File: src/rtl/eth_spi_bridge_pkg.sv
// eth_spi_bridge_pkg: command codes, FSM state encoding, strobe generator
// encodings and the NE2000 status constants shared with the core.
`timescale 1ns/1ps
package eth_spi_bridge_pkg;

  localparam logic [7:0] CMD_STATUS  = 8'h30;
  localparam logic [7:0] CMD_MAC     = 8'h31;
  localparam logic [7:0] CMD_TXREAD  = 8'h32;
  localparam logic [7:0] CMD_RXWRITE = 8'h33;

  // Status byte values understood by the NE2000 core
  localparam logic [7:0] ETH_STAT_NOTX   = 8'hFE;
  localparam logic [7:0] ETH_STAT_TXPEND = 8'hA5;
  localparam logic [7:0] ETH_STAT_ID     = 8'h12;

  // Number of MAC address bytes that are forwarded to the core
  localparam logic [2:0] MAC_LEN = 3'd6;

  typedef enum logic [2:0] {
    ST_IDLE = 3'd0,
    ST_CMD  = 3'd1,
    ST_STAT = 3'd2,
    ST_MAC  = 3'd3,
    ST_TX   = 3'd4,
    ST_RX   = 3'd5,
    ST_SKIP = 3'd6
  } state_e;

  typedef enum logic [1:0] {
    SG_IDLE  = 2'd0,
    SG_SETUP = 2'd1,
    SG_HIGH  = 2'd2,
    SG_LOW   = 2'd3
  } sg_phase_e;

  typedef enum logic [1:0] {
    TGT_NONE = 2'd0,
    TGT_TX   = 2'd1,
    TGT_RX   = 2'd2,
    TGT_MAC  = 2'd3
  } sg_tgt_e;

  // Pick byte idx of the status word, MSB first; anything past the 4th reads 0
  function automatic logic [7:0] status_byte(input logic [31:0] word, input logic [2:0] idx);
    logic [7:0] b;
    case (idx)
      3'd0:    b = word[31:24];
      3'd1:    b = word[23:16];
      3'd2:    b = word[15:8];
      3'd3:    b = word[7:0];
      default: b = 8'h00;
    endcase
    return b;
  endfunction

endpackage

File: src/rtl/eth_spi_bridge_spi_byte_slave.sv
// spi_byte_slave: SPI mode 0 byte-level slave running in the clk domain.
// Synchronizes SCK/SS/MOSI, counts bits, shifts MOSI in and MISO out, and
// offers a byte_done pulse plus a load port for the next outgoing byte.
`timescale 1ns/1ps
module spi_byte_slave
  import eth_spi_bridge_pkg::*;
(
  input  logic       clk,
  input  logic       reset_n,
  input  logic       spi_sck,
  input  logic       spi_ss_n,
  input  logic       spi_mosi,
  output logic       spi_miso,
  input  logic       load,
  input  logic [7:0] load_data,
  output logic       ss_fall,
  output logic       ss_rise,
  output logic       byte_done,
  output logic [7:0] rx_data
);

  logic [2:0] sck_sync_r;
  logic [2:0] ss_sync_r;
  logic [1:0] mosi_sync_r;
  logic [2:0] bit_cnt_r;
  logic [6:0] rx_shift_r;
  logic [7:0] rx_data_r;
  logic [7:0] tx_shift_r;
  logic       byte_done_r;
  logic       sck_rise_s;
  logic       sck_fall_s;
  logic       ss_active_s;

  // Two-flop synchronizers; the third SCK/SS stage is the previous value for edge detection
  always_ff @(posedge clk or negedge reset_n) begin
    if (!reset_n) begin
      sck_sync_r  <= 3'b000;
      ss_sync_r   <= 3'b111;
      mosi_sync_r <= 2'b00;
    end else begin
      sck_sync_r  <= {sck_sync_r[1:0], spi_sck};
      ss_sync_r   <= {ss_sync_r[1:0], spi_ss_n};
      mosi_sync_r <= {mosi_sync_r[0], spi_mosi};
    end
  end

  assign sck_rise_s  = sck_sync_r[1] & ~sck_sync_r[2];
  assign sck_fall_s  = ~sck_sync_r[1] & sck_sync_r[2];
  assign ss_active_s = ~ss_sync_r[1];
  assign ss_fall     = ~ss_sync_r[1] & ss_sync_r[2];
  assign ss_rise     = ss_sync_r[1] & ~ss_sync_r[2];

  // Sample MOSI on SCK rise; the 8th bit completes a byte and the counter wraps to 0
  always_ff @(posedge clk or negedge reset_n) begin
    if (!reset_n) begin
      bit_cnt_r   <= 3'd0;
      rx_shift_r  <= 7'd0;
      rx_data_r   <= 8'h00;
      byte_done_r <= 1'b0;
    end else begin
      byte_done_r <= 1'b0;
      if (!ss_active_s) begin
        bit_cnt_r <= 3'd0;
      end else if (sck_rise_s) begin
        rx_shift_r <= {rx_shift_r[5:0], mosi_sync_r[1]};
        bit_cnt_r  <= bit_cnt_r + 3'd1;
        if (bit_cnt_r == 3'd7) begin
          rx_data_r   <= {rx_shift_r, mosi_sync_r[1]};
          byte_done_r <= 1'b1;
        end
      end
    end
  end

  // MISO shifter: a load presents its MSB at once; the falling edge that follows
  // the 8th rising edge (counter back at 0) must not shift, so a byte loaded
  // between bytes survives until the next byte starts
  always_ff @(posedge clk or negedge reset_n) begin
    if (!reset_n) begin
      tx_shift_r <= 8'h00;
    end else if (load) begin
      tx_shift_r <= load_data;
    end else if (ss_fall) begin
      tx_shift_r <= 8'h00;
    end else if (ss_active_s && sck_fall_s && (bit_cnt_r != 3'd0)) begin
      tx_shift_r <= {tx_shift_r[6:0], 1'b0};
    end
  end

  assign spi_miso  = ~spi_ss_n & tx_shift_r[7];
  assign byte_done = byte_done_r;
  assign rx_data   = rx_data_r;

endmodule

File: src/rtl/eth_spi_bridge.sv
// eth_spi_bridge: decodes IO-controller SPI commands and drives the NE2000
// core's tx/rx/mac begin+strobe handshakes; returns status and tx bytes.
// Optional feature macro: ETH_SPI_BRIDGE_IRQ_EN adds the eth_irq output.
`timescale 1ns/1ps
module eth_spi_bridge
  import eth_spi_bridge_pkg::*;
#(
  parameter int STROBE_W = 2
) (
  input  logic        clk,
  input  logic        reset_n,
  input  logic        spi_sck,
  input  logic        spi_ss_n,
  input  logic        spi_mosi,
  output logic        spi_miso,
  input  logic [31:0] status,
  output logic        tx_begin,
  output logic        tx_strobe,
  input  logic [7:0]  tx_byte,
  output logic        rx_begin,
  output logic        rx_strobe,
  output logic [7:0]  rx_byte,
  output logic        mac_begin,
  output logic        mac_strobe,
  output logic [7:0]  mac_byte
`ifdef ETH_SPI_BRIDGE_IRQ_EN
  ,
  output logic        eth_irq
`endif
);

  localparam logic [7:0] PHASE_LAST = 8'(STROBE_W - 1);

  state_e     state_r, next_state_s;
  logic       ss_fall_s, ss_rise_s, byte_done_s;
  logic [7:0] rx_data_s;
  logic       byte_vld_r;
  logic [7:0] byte_r;
  logic       load_r;
  logic [7:0] load_data_r;
  logic [31:0] status_lat_r;
  logic [2:0] stat_idx_r;
  logic [2:0] mac_cnt_r;
  logic [7:0] mac_bcnt_r;
  logic       tx_begin_r, rx_begin_r, mac_begin_r;
  logic       decode_s, payload_s, tx_load_s;
  logic       req_s, queue_s, start_s;
  sg_tgt_e    req_tgt_s, start_tgt_s;
  logic [7:0] req_byte_s, start_byte_s;
  sg_phase_e  sg_phase_r;
  logic [7:0] sg_cnt_r;
  sg_tgt_e    sg_tgt_r;
  logic       pend_vld_r;
  sg_tgt_e    pend_tgt_r;
  logic [7:0] pend_byte_r;
  logic       tx_strobe_r, rx_strobe_r, mac_strobe_r;
  logic [7:0] rx_byte_r, mac_byte_r;

  spi_byte_slave u_slave (
    .clk       (clk),
    .reset_n   (reset_n),
    .spi_sck   (spi_sck),
    .spi_ss_n  (spi_ss_n),
    .spi_mosi  (spi_mosi),
    .spi_miso  (spi_miso),
    .load      (load_r),
    .load_data (load_data_r),
    .ss_fall   (ss_fall_s),
    .ss_rise   (ss_rise_s),
    .byte_done (byte_done_s),
    .rx_data   (rx_data_s)
  );

  // Register each completed byte once more so command decode lands 3 clk after the 8th SCK rise
  always_ff @(posedge clk or negedge reset_n) begin
    if (!reset_n) begin
      byte_vld_r <= 1'b0;
      byte_r     <= 8'h00;
    end else begin
      byte_vld_r <= byte_done_s;
      if (byte_done_s) begin
        byte_r <= rx_data_s;
      end
    end
  end

  assign decode_s  = (state_r == ST_CMD) && byte_vld_r && !ss_rise_s;
  assign payload_s = byte_vld_r && !ss_rise_s &&
                     (state_r != ST_IDLE) && (state_r != ST_CMD);

  // Command FSM state register
  always_ff @(posedge clk or negedge reset_n) begin
    if (!reset_n) begin
      state_r <= ST_IDLE;
    end else begin
      state_r <= next_state_s;
    end
  end

  // Command FSM next state: SS rise always wins, the first byte picks the command state
  always_comb begin
    next_state_s = state_r;
    if (ss_rise_s) begin
      next_state_s = ST_IDLE;
    end else begin
      case (state_r)
        ST_IDLE: begin
          if (ss_fall_s) begin
            next_state_s = ST_CMD;
          end else begin
            next_state_s = ST_IDLE;
          end
        end
        ST_CMD: begin
          if (byte_vld_r) begin
            case (byte_r)
              CMD_STATUS:  next_state_s = ST_STAT;
              CMD_MAC:     next_state_s = ST_MAC;
              CMD_TXREAD:  next_state_s = ST_TX;
              CMD_RXWRITE: next_state_s = ST_RX;
              default:     next_state_s = ST_SKIP;
            endcase
          end else begin
            next_state_s = ST_CMD;
          end
        end
        default: next_state_s = state_r;
      endcase
    end
  end

  // Strobe requests: TX prefetch at decode and after every TX byte, one per RX byte, first six MAC bytes
  always_comb begin
    req_s      = 1'b0;
    req_tgt_s  = TGT_NONE;
    req_byte_s = byte_r;
    if (decode_s && (byte_r == CMD_TXREAD)) begin
      req_s     = 1'b1;
      req_tgt_s = TGT_TX;
    end else if (payload_s) begin
      case (state_r)
        ST_TX: begin
          req_s     = 1'b1;
          req_tgt_s = TGT_TX;
        end
        ST_RX: begin
          req_s     = 1'b1;
          req_tgt_s = TGT_RX;
        end
        ST_MAC: begin
          if (mac_cnt_r < MAC_LEN) begin
            req_s     = 1'b1;
            req_tgt_s = TGT_MAC;
          end else begin
            req_s = 1'b0;
          end
        end
        default: req_s = 1'b0;
      endcase
    end else begin
      req_s = 1'b0;
    end
  end

  // Strobe start selection: the queued request goes first, a new one waits in the queue
  always_comb begin
    start_s      = 1'b0;
    start_tgt_s  = TGT_NONE;
    start_byte_s = 8'h00;
    if (sg_phase_r == SG_IDLE) begin
      if (pend_vld_r) begin
        start_s      = 1'b1;
        start_tgt_s  = pend_tgt_r;
        start_byte_s = pend_byte_r;
      end else if (req_s) begin
        start_s      = 1'b1;
        start_tgt_s  = req_tgt_s;
        start_byte_s = req_byte_s;
      end else begin
        start_s = 1'b0;
      end
    end else begin
      start_s = 1'b0;
    end
  end

  assign queue_s   = req_s && !((sg_phase_r == SG_IDLE) && !pend_vld_r);
  assign tx_load_s = (sg_phase_r == SG_HIGH) && (sg_cnt_r == PHASE_LAST) &&
                     (sg_tgt_r == TGT_TX) && (state_r == ST_TX);

  // One-deep queue for a request that arrives while a strobe cycle is running
  always_ff @(posedge clk or negedge reset_n) begin
    if (!reset_n) begin
      pend_vld_r  <= 1'b0;
      pend_tgt_r  <= TGT_NONE;
      pend_byte_r <= 8'h00;
    end else if (queue_s) begin
      pend_vld_r  <= 1'b1;
      pend_tgt_r  <= req_tgt_s;
      pend_byte_r <= req_byte_s;
    end else if (start_s && pend_vld_r) begin
      pend_vld_r <= 1'b0;
    end
  end

  // Strobe generator: setup cycle (data settles), STROBE_W high, STROBE_W low; never aborted
  always_ff @(posedge clk or negedge reset_n) begin
    if (!reset_n) begin
      sg_phase_r   <= SG_IDLE;
      sg_cnt_r     <= 8'd0;
      sg_tgt_r     <= TGT_NONE;
      tx_strobe_r  <= 1'b0;
      rx_strobe_r  <= 1'b0;
      mac_strobe_r <= 1'b0;
    end else begin
      case (sg_phase_r)
        SG_IDLE: begin
          if (start_s) begin
            sg_phase_r <= SG_SETUP;
            sg_tgt_r   <= start_tgt_s;
          end
        end
        SG_SETUP: begin
          sg_phase_r   <= SG_HIGH;
          sg_cnt_r     <= 8'd0;
          tx_strobe_r  <= (sg_tgt_r == TGT_TX);
          rx_strobe_r  <= (sg_tgt_r == TGT_RX);
          mac_strobe_r <= (sg_tgt_r == TGT_MAC);
        end
        SG_HIGH: begin
          if (sg_cnt_r == PHASE_LAST) begin
            sg_phase_r   <= SG_LOW;
            sg_cnt_r     <= 8'd0;
            tx_strobe_r  <= 1'b0;
            rx_strobe_r  <= 1'b0;
            mac_strobe_r <= 1'b0;
          end else begin
            sg_cnt_r <= sg_cnt_r + 8'd1;
          end
        end
        SG_LOW: begin
          if (sg_cnt_r == PHASE_LAST) begin
            sg_phase_r <= SG_IDLE;
          end else begin
            sg_cnt_r <= sg_cnt_r + 8'd1;
          end
        end
        default: sg_phase_r <= SG_IDLE;
      endcase
    end
  end

  // Data bytes change only when their strobe cycle starts, so they hold through the low phase
  always_ff @(posedge clk or negedge reset_n) begin
    if (!reset_n) begin
      rx_byte_r  <= 8'h00;
      mac_byte_r <= 8'h00;
    end else if (start_s && (start_tgt_s == TGT_RX)) begin
      rx_byte_r <= start_byte_s;
    end else if (start_s && (start_tgt_s == TGT_MAC)) begin
      mac_byte_r <= start_byte_s;
    end
  end

  // MISO loads: status bytes at decode and after each payload byte, tx_byte at the end of the strobe high phase
  always_ff @(posedge clk or negedge reset_n) begin
    if (!reset_n) begin
      load_r       <= 1'b0;
      load_data_r  <= 8'h00;
      status_lat_r <= 32'h0000_0000;
      stat_idx_r   <= 3'd0;
    end else begin
      load_r <= 1'b0;
      if (decode_s && (byte_r == CMD_STATUS)) begin
        load_r       <= 1'b1;
        load_data_r  <= status_byte(status, 3'd0);
        status_lat_r <= status;
        stat_idx_r   <= 3'd1;
      end else if (payload_s && (state_r == ST_STAT)) begin
        load_r      <= 1'b1;
        load_data_r <= status_byte(status_lat_r, stat_idx_r);
        if (stat_idx_r < 3'd4) begin
          stat_idx_r <= stat_idx_r + 3'd1;
        end
      end else if (tx_load_s) begin
        load_r      <= 1'b1;
        load_data_r <= tx_byte;
      end
    end
  end

  // Frame-level begin flags; tx/rx begin drop the clk after SS rise, mac_begin is a STROBE_W pulse
  always_ff @(posedge clk or negedge reset_n) begin
    if (!reset_n) begin
      tx_begin_r  <= 1'b0;
      rx_begin_r  <= 1'b0;
      mac_begin_r <= 1'b0;
      mac_bcnt_r  <= 8'd0;
      mac_cnt_r   <= 3'd0;
    end else begin
      if (ss_rise_s) begin
        tx_begin_r <= 1'b0;
        rx_begin_r <= 1'b0;
      end else if (decode_s) begin
        tx_begin_r <= (byte_r == CMD_TXREAD);
        rx_begin_r <= (byte_r == CMD_RXWRITE);
      end
      if (decode_s && (byte_r == CMD_MAC)) begin
        mac_begin_r <= 1'b1;
        mac_bcnt_r  <= 8'd0;
        mac_cnt_r   <= 3'd0;
      end else begin
        if (mac_begin_r) begin
          if (mac_bcnt_r == PHASE_LAST) begin
            mac_begin_r <= 1'b0;
          end else begin
            mac_bcnt_r <= mac_bcnt_r + 8'd1;
          end
        end
        if (req_s && (req_tgt_s == TGT_MAC)) begin
          mac_cnt_r <= mac_cnt_r + 3'd1;
        end
      end
    end
  end

`ifdef ETH_SPI_BRIDGE_IRQ_EN
  logic irq_cond_s, irq_cond_r, eth_irq_r;
  assign irq_cond_s = (status[31:24] == ETH_STAT_TXPEND);

  // Interrupt on the first report of a pending TX frame; the TXREAD decode acknowledges it
  always_ff @(posedge clk or negedge reset_n) begin
    if (!reset_n) begin
      irq_cond_r <= 1'b0;
      eth_irq_r  <= 1'b0;
    end else begin
      irq_cond_r <= irq_cond_s;
      if (decode_s && (byte_r == CMD_TXREAD)) begin
        eth_irq_r <= 1'b0;
      end else if (irq_cond_s && !irq_cond_r) begin
        eth_irq_r <= 1'b1;
      end
    end
  end

  assign eth_irq = eth_irq_r;
`endif

  assign tx_begin   = tx_begin_r;
  assign rx_begin   = rx_begin_r;
  assign mac_begin  = mac_begin_r;
  assign tx_strobe  = tx_strobe_r;
  assign rx_strobe  = rx_strobe_r;
  assign mac_strobe = mac_strobe_r;
  assign rx_byte    = rx_byte_r;
  assign mac_byte   = mac_byte_r;

endmodule
File: config.mk
export PLATFORM = sky130hd
export DESIGN_NAME = eth_spi_bridge
export DESIGN_NICKNAME = d
export VERILOG_FILES = /design/src/rtl/eth_spi_bridge_pkg.sv /design/src/rtl/eth_spi_bridge_spi_byte_slave.sv /design/src/rtl/eth_spi_bridge.sv
export SDC_FILE = /design/constraint.sdc
export NUM_CORES = 1
export LEC_CHECK = 0
export BUFFER_PORTS_ARGS = -buffer_cell sky130_fd_sc_hd__buf_2
export CAP_MARGIN = 0
export CORE_UTILIZATION = 50
export DETAILED_ROUTE_END_ITERATION = 12
export PLACE_DENSITY_LB_ADDON = 0.3
export SLEW_MARGIN = 20
export SYNTH_ARGS = -nofsm -noshare
export SYNTH_HDL_FRONTEND = slang
export SYNTH_HIERARCHICAL = 1
export SYNTH_SLANG_ARGS = --single-unit
File: constraint.sdc
create_clock -name clk -period 7.2 [get_ports clk]
set_clock_uncertainty 0.15 [all_clocks]
set_input_delay 0.72 -clock clk [delete_from_list [all_inputs] [get_ports clk]]
set_output_delay 0.72 -clock clk [all_outputs]
set_load 0.05 [all_outputs]
==> results of run 1 <==
-- per-layer routing --
metal	track usage (%)	vias to the layer above	share of wire, %
li1	-	2271	-
met1	26.9	2354	45
met2	32.0	96	49
met3	4.66	20	3.4
met4	8.75	0	1.7
met5	0	-	0
-- stage by stage --
| step | total power [mW] | utilization [%] |
|---|---|---|
| 2_1_floorplan | 0.900 | - |
| 3_3_place_gp | 0.934 | 55.1 |
| 3_5_place_dp | 0.938 | 55.1 |
| 4_1_cts | 1.80 | 59.4 |
| 5_1_grt | 1.85 | 59.4 |
| 6_report | 1.78 | 59.4 |
-- worst paths after layout --
| check | end | slack [ps] | depth (start not counted) | from |
|---|---|---|---|---|
| worst max-delay path | load_data_r[7] | 4390 | 6 | u_slave/ss_sync_r[1] |
| worst min-delay path | status_lat_r[8] | 170 | 1 | reset_n |
| worst max register to register | load_data_r[7] | 4390 | 6 | u_slave/ss_sync_r[1] |
| worst min register to register | u_slave/mosi_sync_r[1] | 200 | 0 | u_slave/mosi_sync_r[0] |
| max in group asynchronous | sg_phase_r[1] | 5350 | 2 | reset_n |
| min in group clk | u_slave/mosi_sync_r[1] | 200 | 0 | u_slave/mosi_sync_r[0] |
-- synth_stat cells, types with 3 or more instances --
cell	number
a22o_1	8
clkbuf_1	18
o21ai_0	14
xor2_1	9
inv_1	19
nor3_1	3
mux2_4	8
ha_1	17
dfrtp_1	144
mux2i_1	6
mux2_2	60
nor2b_1	8
buf_2	4
nor2_1	35
xnor2_1	6
a21oi_1	21
buf_6	5
a22oi_1	16
nand2b_1	5
and3_1	5
and2_1	3
dfstp_2	3
nand4_1	6
nand3_1	14
nand2_1	118
mux2_1	4
o211ai_2	7
a31oi_1	3
o2111ai_1	8
-- kinds of logic after synthesis --
logic type,after synthesis
xor gates and xnor gates,15
buffers and inverters,48
muxes,78
AOI/OAI and AO/OA,89
adders and majority gates,18
DFF,147
and+or+nand+nor,222
-- power groups by stage --
stage | Sequential (mW) | Combinational (mW) | Clock [mW]
global route | 0.865 | 0.0689 | 0.914
finish | 0.862 | 0.0604 | 0.860
detailed placement | 0.876 | 0.0622 | 0
global placement | 0.874 | 0.0600 | 0
CTS | 0.862 | 0.0623 | 0.877
floorplan | 0.871 | 0.0293 | 0
-- worst max-delay path: stages, from the launching register on --
cell and delay [ps]:
dfstp_2 590, nor2b_1 390, nor2b_2 150, nand3b_1 490, mux2_2 400, mux2_2 260, mux2_4 260
-- state kept, by name, summed over array words and instances (netlist names), 3 cells and up --
register / count
load_data_r: 8
mac_bcnt_r: 8
status_lat_r: 32
stat_idx_r: 3
state_r: 3
u_slave/bit_cnt_r: 3
u_slave/tx_shift_r: 8
u_slave/sck_sync_r: 3
u_slave/rx_shift_r: 7
pend_byte_r: 8
u_slave/ss_sync_r: 3
sg_cnt_r: 8
byte_r: 8
mac_cnt_r: 3
rx_byte: 8
u_slave/rx_data: 8
mac_byte: 8
-- area by class of cell --
cell class                 instances  area, um^2  share of cell area, %
sequential                       147        3680                   46.4
multi-input combinational        422        3020                   38.1
clock buffer                      24         502                   6.33
timing repair buffer              69         357                   4.50
tap                              176         220                   2.78
clock inverter                     5        75.1                  0.947
inverter                          19        71.3                  0.899
==> reports/qor.yml, run 1 <==
status: "complete, no violations"
fillCellCount: 1102
synth_cell_types: 65
grt_overflow: 0
yosysTopAreaCell: "dfrtp_1"
cap_violations: 0
grt_pass1_wl_mm: 22.7
drive_gt1_share_pct: 27.7
fin_hold_ws_ps: 165
place_hpwl_mm: 9.35
relSlewSlack_pct: 37.7
start_kind: "register"
htreeDepth: 4
intPower_mw: 1.42
ys_seq_area_share_pct: 53.2
ant_nets: 0
cts_sinks: 147
cts_tree: "built"
hold_violations: 0
cts_hold_buffers: 0
critical_path_peak_fanout: 11
die_h_um: 120
viasPerCell: 5.50
ys_seq_elements: 147
synth-xor-area-share_pct: 1.90
drc_errors: 0
ctsRootBufferMaster: "clkbuf_16"
p_sw_share_pct: 20.1
track_usage_pct: 20.3
num_rows: 42
setup_viol_count_final: 0
async_flop_share_pct: 100
synth_fa_ha_area_share_pct: 3.22
powerDensity_nw_per_um2: 225
routed_wirelength_mm: 13.3
finalSetupTns_ps: 0
vias: 4741
drt-pass1-iter-count: 5
dp.cells: 833
synth_top_area_share_pct: 52.1
endpoint_kind: "register"
ctsResizeCount: 0
synth_nets: 679
critPathRequiredTime_ps: 7360
fmaxAchievable_ghz: 0.356
ioPinCount: 68
worstPathArrival_ps: 2970
power.leakage_nw: 3.81
hold_class: "in2async"
die_area_um2: 14300
grt_pass1_vias: 4646
numCtsBuffers: 17
initial_core_util_pct: 51.8
grt_max_degree: 77
placed_area_um2: 7350
clkPwrFrac_pct: 48.2
fin_area_um2: 7930
slew_violations: 0
final.min_clock_period_ps: 2810
synthFlopType: "dfrtp_1"
gp_congestion: 0.824
antennaDiodeCount: 0
cts_setup_buffers: 0
clockBufferDepth: 2
power_frac_comb_pct: 3.4
setup_ws_ps: 4390
power_switching_mw: 0.358
synthTopCellsByArea: "dfrtp_1 52%, mux2_2 9.8%, nand2_1 6.4%, ha_1 3.1%, nor2_1 1.9%"
clkLatencyLatePin_ps: 430
core_area_um2: 13300
synth_mux_area_share_pct: 13.0
synth-edff-count: 0
syn2layout_area_growth_pct: 14.6
dieWidth_um: 120
rsz0062_at_grt: "false"
max_slew.worst_pin.slew_ps: 935
portBuffers: 67
place_ws_ps: 4370
fin_cells: 862
synth_warnings: 6
syn_area_per_cell_um2: 11.2
syn-cell-area_um2: 6920
layout_commonest_cell: "dfrtp_1"
crit_type: "reg2reg"
synth_top_family_by_area: "simple AND/OR/NAND/NOR gates"
ir_drop_mv: 0.166
synth_cells: 617
antenna_found_initial: 0
layout_common_cells: "144 x dfrtp_1, 118 x nand2_1, 66 x buf_2"
drt-initial-drc-count: 259
fin_crit_sh_pct: 39.0
synth-simple-area-share_pct: 15.6
fin_nets: 738
synth-compound-area-share_pct: 9.71
clk_pin_slew_ps: 60
avgRoutedWirePerCell_um: 15.4
p_seq_share_pct: 48.4
Power figures use the tool's default switching activity.
==> run 2, diff against run 1 <==
==> constraint.sdc (replaced) <==
create_clock -name clk -period 2.5 [get_ports clk]
set_clock_uncertainty 0.15 [all_clocks]
set_input_delay 0.25 -clock clk [delete_from_list [all_inputs] [get_ports clk]]
set_output_delay 0.25 -clock clk [all_outputs]
set_load 0.05 [all_outputs]
==> run 2 against run 1 <==
  * Count of clock-buffer cells in the layout is 1 lower
  * Via count grew 6.6%
  * Clock power rose to 2.9 times the previous value
  * Core utilization increased by 4.6 points
  * Combinational power grew to 3.9 times the previous value
  * Sequential power increased to 2.9 times the previous value
  * First-iteration DRC count up 16%
  * Sequential share of layout area decreased by 3.3 points
  * Die area stayed put
  * Setup slack got worse by 4300 ps
==> reports/qor.yml, run 2 (same netlist as run 1, synthesis figures left out) <==
status: "complete, no violations"
cts_tree: "built"
ioPinCount: 68
endpoint_kind: "register"
cts_setup_buffers: 0
powerDensity_nw_per_um2: 612
layout_common_cells: "144 x dfrtp_1, 118 x nand2_1, 66 x buf_2"
drt-initial-drc-count: 301
grt.met1_usage_pct: 28.5
track_usage_pct: 22.5
fillCellCount: 1037
num_rows: 42
setup_viol_count_final: 0
dieWidth_um: 120
clk_pin_slew_ps: 60
drive_gt1_share_pct: 29.6
worstPathArrival_ps: 2590
portBuffers: 67
htreeDepth: 4
core_area_um2: 13300
grt_max_degree: 73
ir_drop_mv: 0.510
grt_use_met3_pct: 5.18
avgRoutedWirePerCell_um: 15.8
total_power_mw: 5.23
cts_sinks: 147
p_seq_share_pct: 47.5
crit_type: "reg2reg"
routed_wirelength_mm: 14.7
start_kind: "register"
p_sw_share_pct: 20.9
grt_overflow: 0
clkLatencyLatePin_ps: 420
power_frac_comb_pct: 4.5
fin_crit_sh_pct: 97.4
max_slew.worst_pin.slew_ps: 650
slowest_stage: "dfstp_2"
syn2layout_area_growth_pct: 23.5
antenna_found_initial: 0
clkPwrFrac_pct: 48.0
slowest_delay_ps: 540
antennaDiodeCount: 0
cap_violations: 0
crit_top_cell: "buf_4"
finalSetupTns_ps: 0
busiest_layer: "met2"
layout_commonest_cell: "dfrtp_1"
fin_util_pct: 64.0
crit_family: "simple AND/OR/NAND/NOR gates"
power.leakage_nw: 4.12
grt_pass1_wl_mm: 25.2
vias: 5056
initial_core_util_pct: 51.8
power_switching_mw: 1.10
drc_errors: 0
die_area_um2: 14300
viasPerCell: 5.44
critPathRequiredTime_ps: 2650
hold_violations: 0
gp_congestion: 0.833
grt_pass1_vias: 5306
regMostFlops: "status_lat_r"
critPathBufInv: 2
ant_nets: 0
fmaxAchievable_ghz: 0.411
relSlewSlack_pct: 56.7
clockBufferDepth: 2
slew_violations: 0
rsz0062_at_grt: "false"
fin_nets: 803
largest_reg_flops: 32
die_h_um: 120
drt-pass1-iter-count: 4
ctsRootBufferMaster: "clkbuf_16"
intPower_mw: 4.14
numCtsBuffers: 17
crit_chain: "nor2b_1 -> buf_4 -> nor2b_2 -> buf_4 -> nand3_1 -> or4_4 -> nand3_2 -> mux2_4"
hold_class: "in2reg"
use_met2_pct: 36.6
critical_path_peak_fanout: 6
final.min_clock_period_ps: 2430
place_hpwl_mm: 9.93
run 2: power groups by stage:
| stage | registers [mW] | logic (mW) | clock network (mW) |
|---|---|---|---|
| after floorplan | 2.51 | 0.0843 | 0 |
| after detailed placement | 2.52 | 0.197 | 0 |
| final | 2.48 | 0.237 | 2.51 |
| after global routing | 2.49 | 0.267 | 2.67 |
| after CTS | 2.48 | 0.241 | 2.55 |
| after global placement | 2.52 | 0.187 | 0 |
run 2: metrics by stage:
step                hold slack (ps)  std cells  area [um^2]  setup WS (ps)
floorplan                      -196        617         6920           37.7
global placement                150        861         7570           72.9
CTS                             166        929         8530           50.4
detailed placement              157        861         7570          -53.3
global route                    190        930         8550           13.3
finish                          179        930         8550           65.6
run 2: worst paths after layout:
check	from	endpoint	slack, ps	depth (start not counted)
max reg2reg	u_slave/ss_sync_r[2]	load_data_r[7]	70	8
max in group asynchronous	reset_n	u_slave/ss_sync_r[0]	1180	3
min	tx_byte[4]	load_data_r[4]	180	4
min reg2reg	u_slave/sck_sync_r[0]	u_slave/sck_sync_r[1]	200	0
min in group asynchronous	reset_n	sg_cnt_r[6]	250	2
max	u_slave/ss_sync_r[2]	load_data_r[7]	70	8
run 2: layout make-up:
cell class	instances	area [um^2]	share of cell area, %
flip-flops and latches	147	3680	43.1
multi-input cells	423	3040	35.5
repair buffers	133	943	11.0
clock buffers	23	488	5.71
well taps	176	220	2.58
clock inverters	9	103	1.20
inverters	19	71.3	0.835
run 2: metal layers:
| layer | up-vias | part of all wire [%] | routed length, um |
|---|---|---|---|
| li1 | 2402 | - | - |
| met1 | 2525 | 45 | 6540 |
| met2 | 100 | 50 | 7280 |
| met3 | 29 | 3.4 | 500 |
| met4 | 0 | 2.5 | 361 |
| met5 | - | 0 | 0 |
run 2: worst reg2reg max path, cell delays in order, from the launching register on:
cell and delay [ps]:
dfstp_2 540, nor2b_1 60, buf_4 150, nor2b_2 200, buf_4 160, nand3_1 100, or4_4 480, nand3_2 180
mux2_4 310
run 2: repair_timing:
action	4_1_cts	5_1_grt
hold buffers	36	0
resized for setup	1	2
endpoints found under the setup margin	8	8
gates cloned	0	1
hold endpoints to repair	101	0
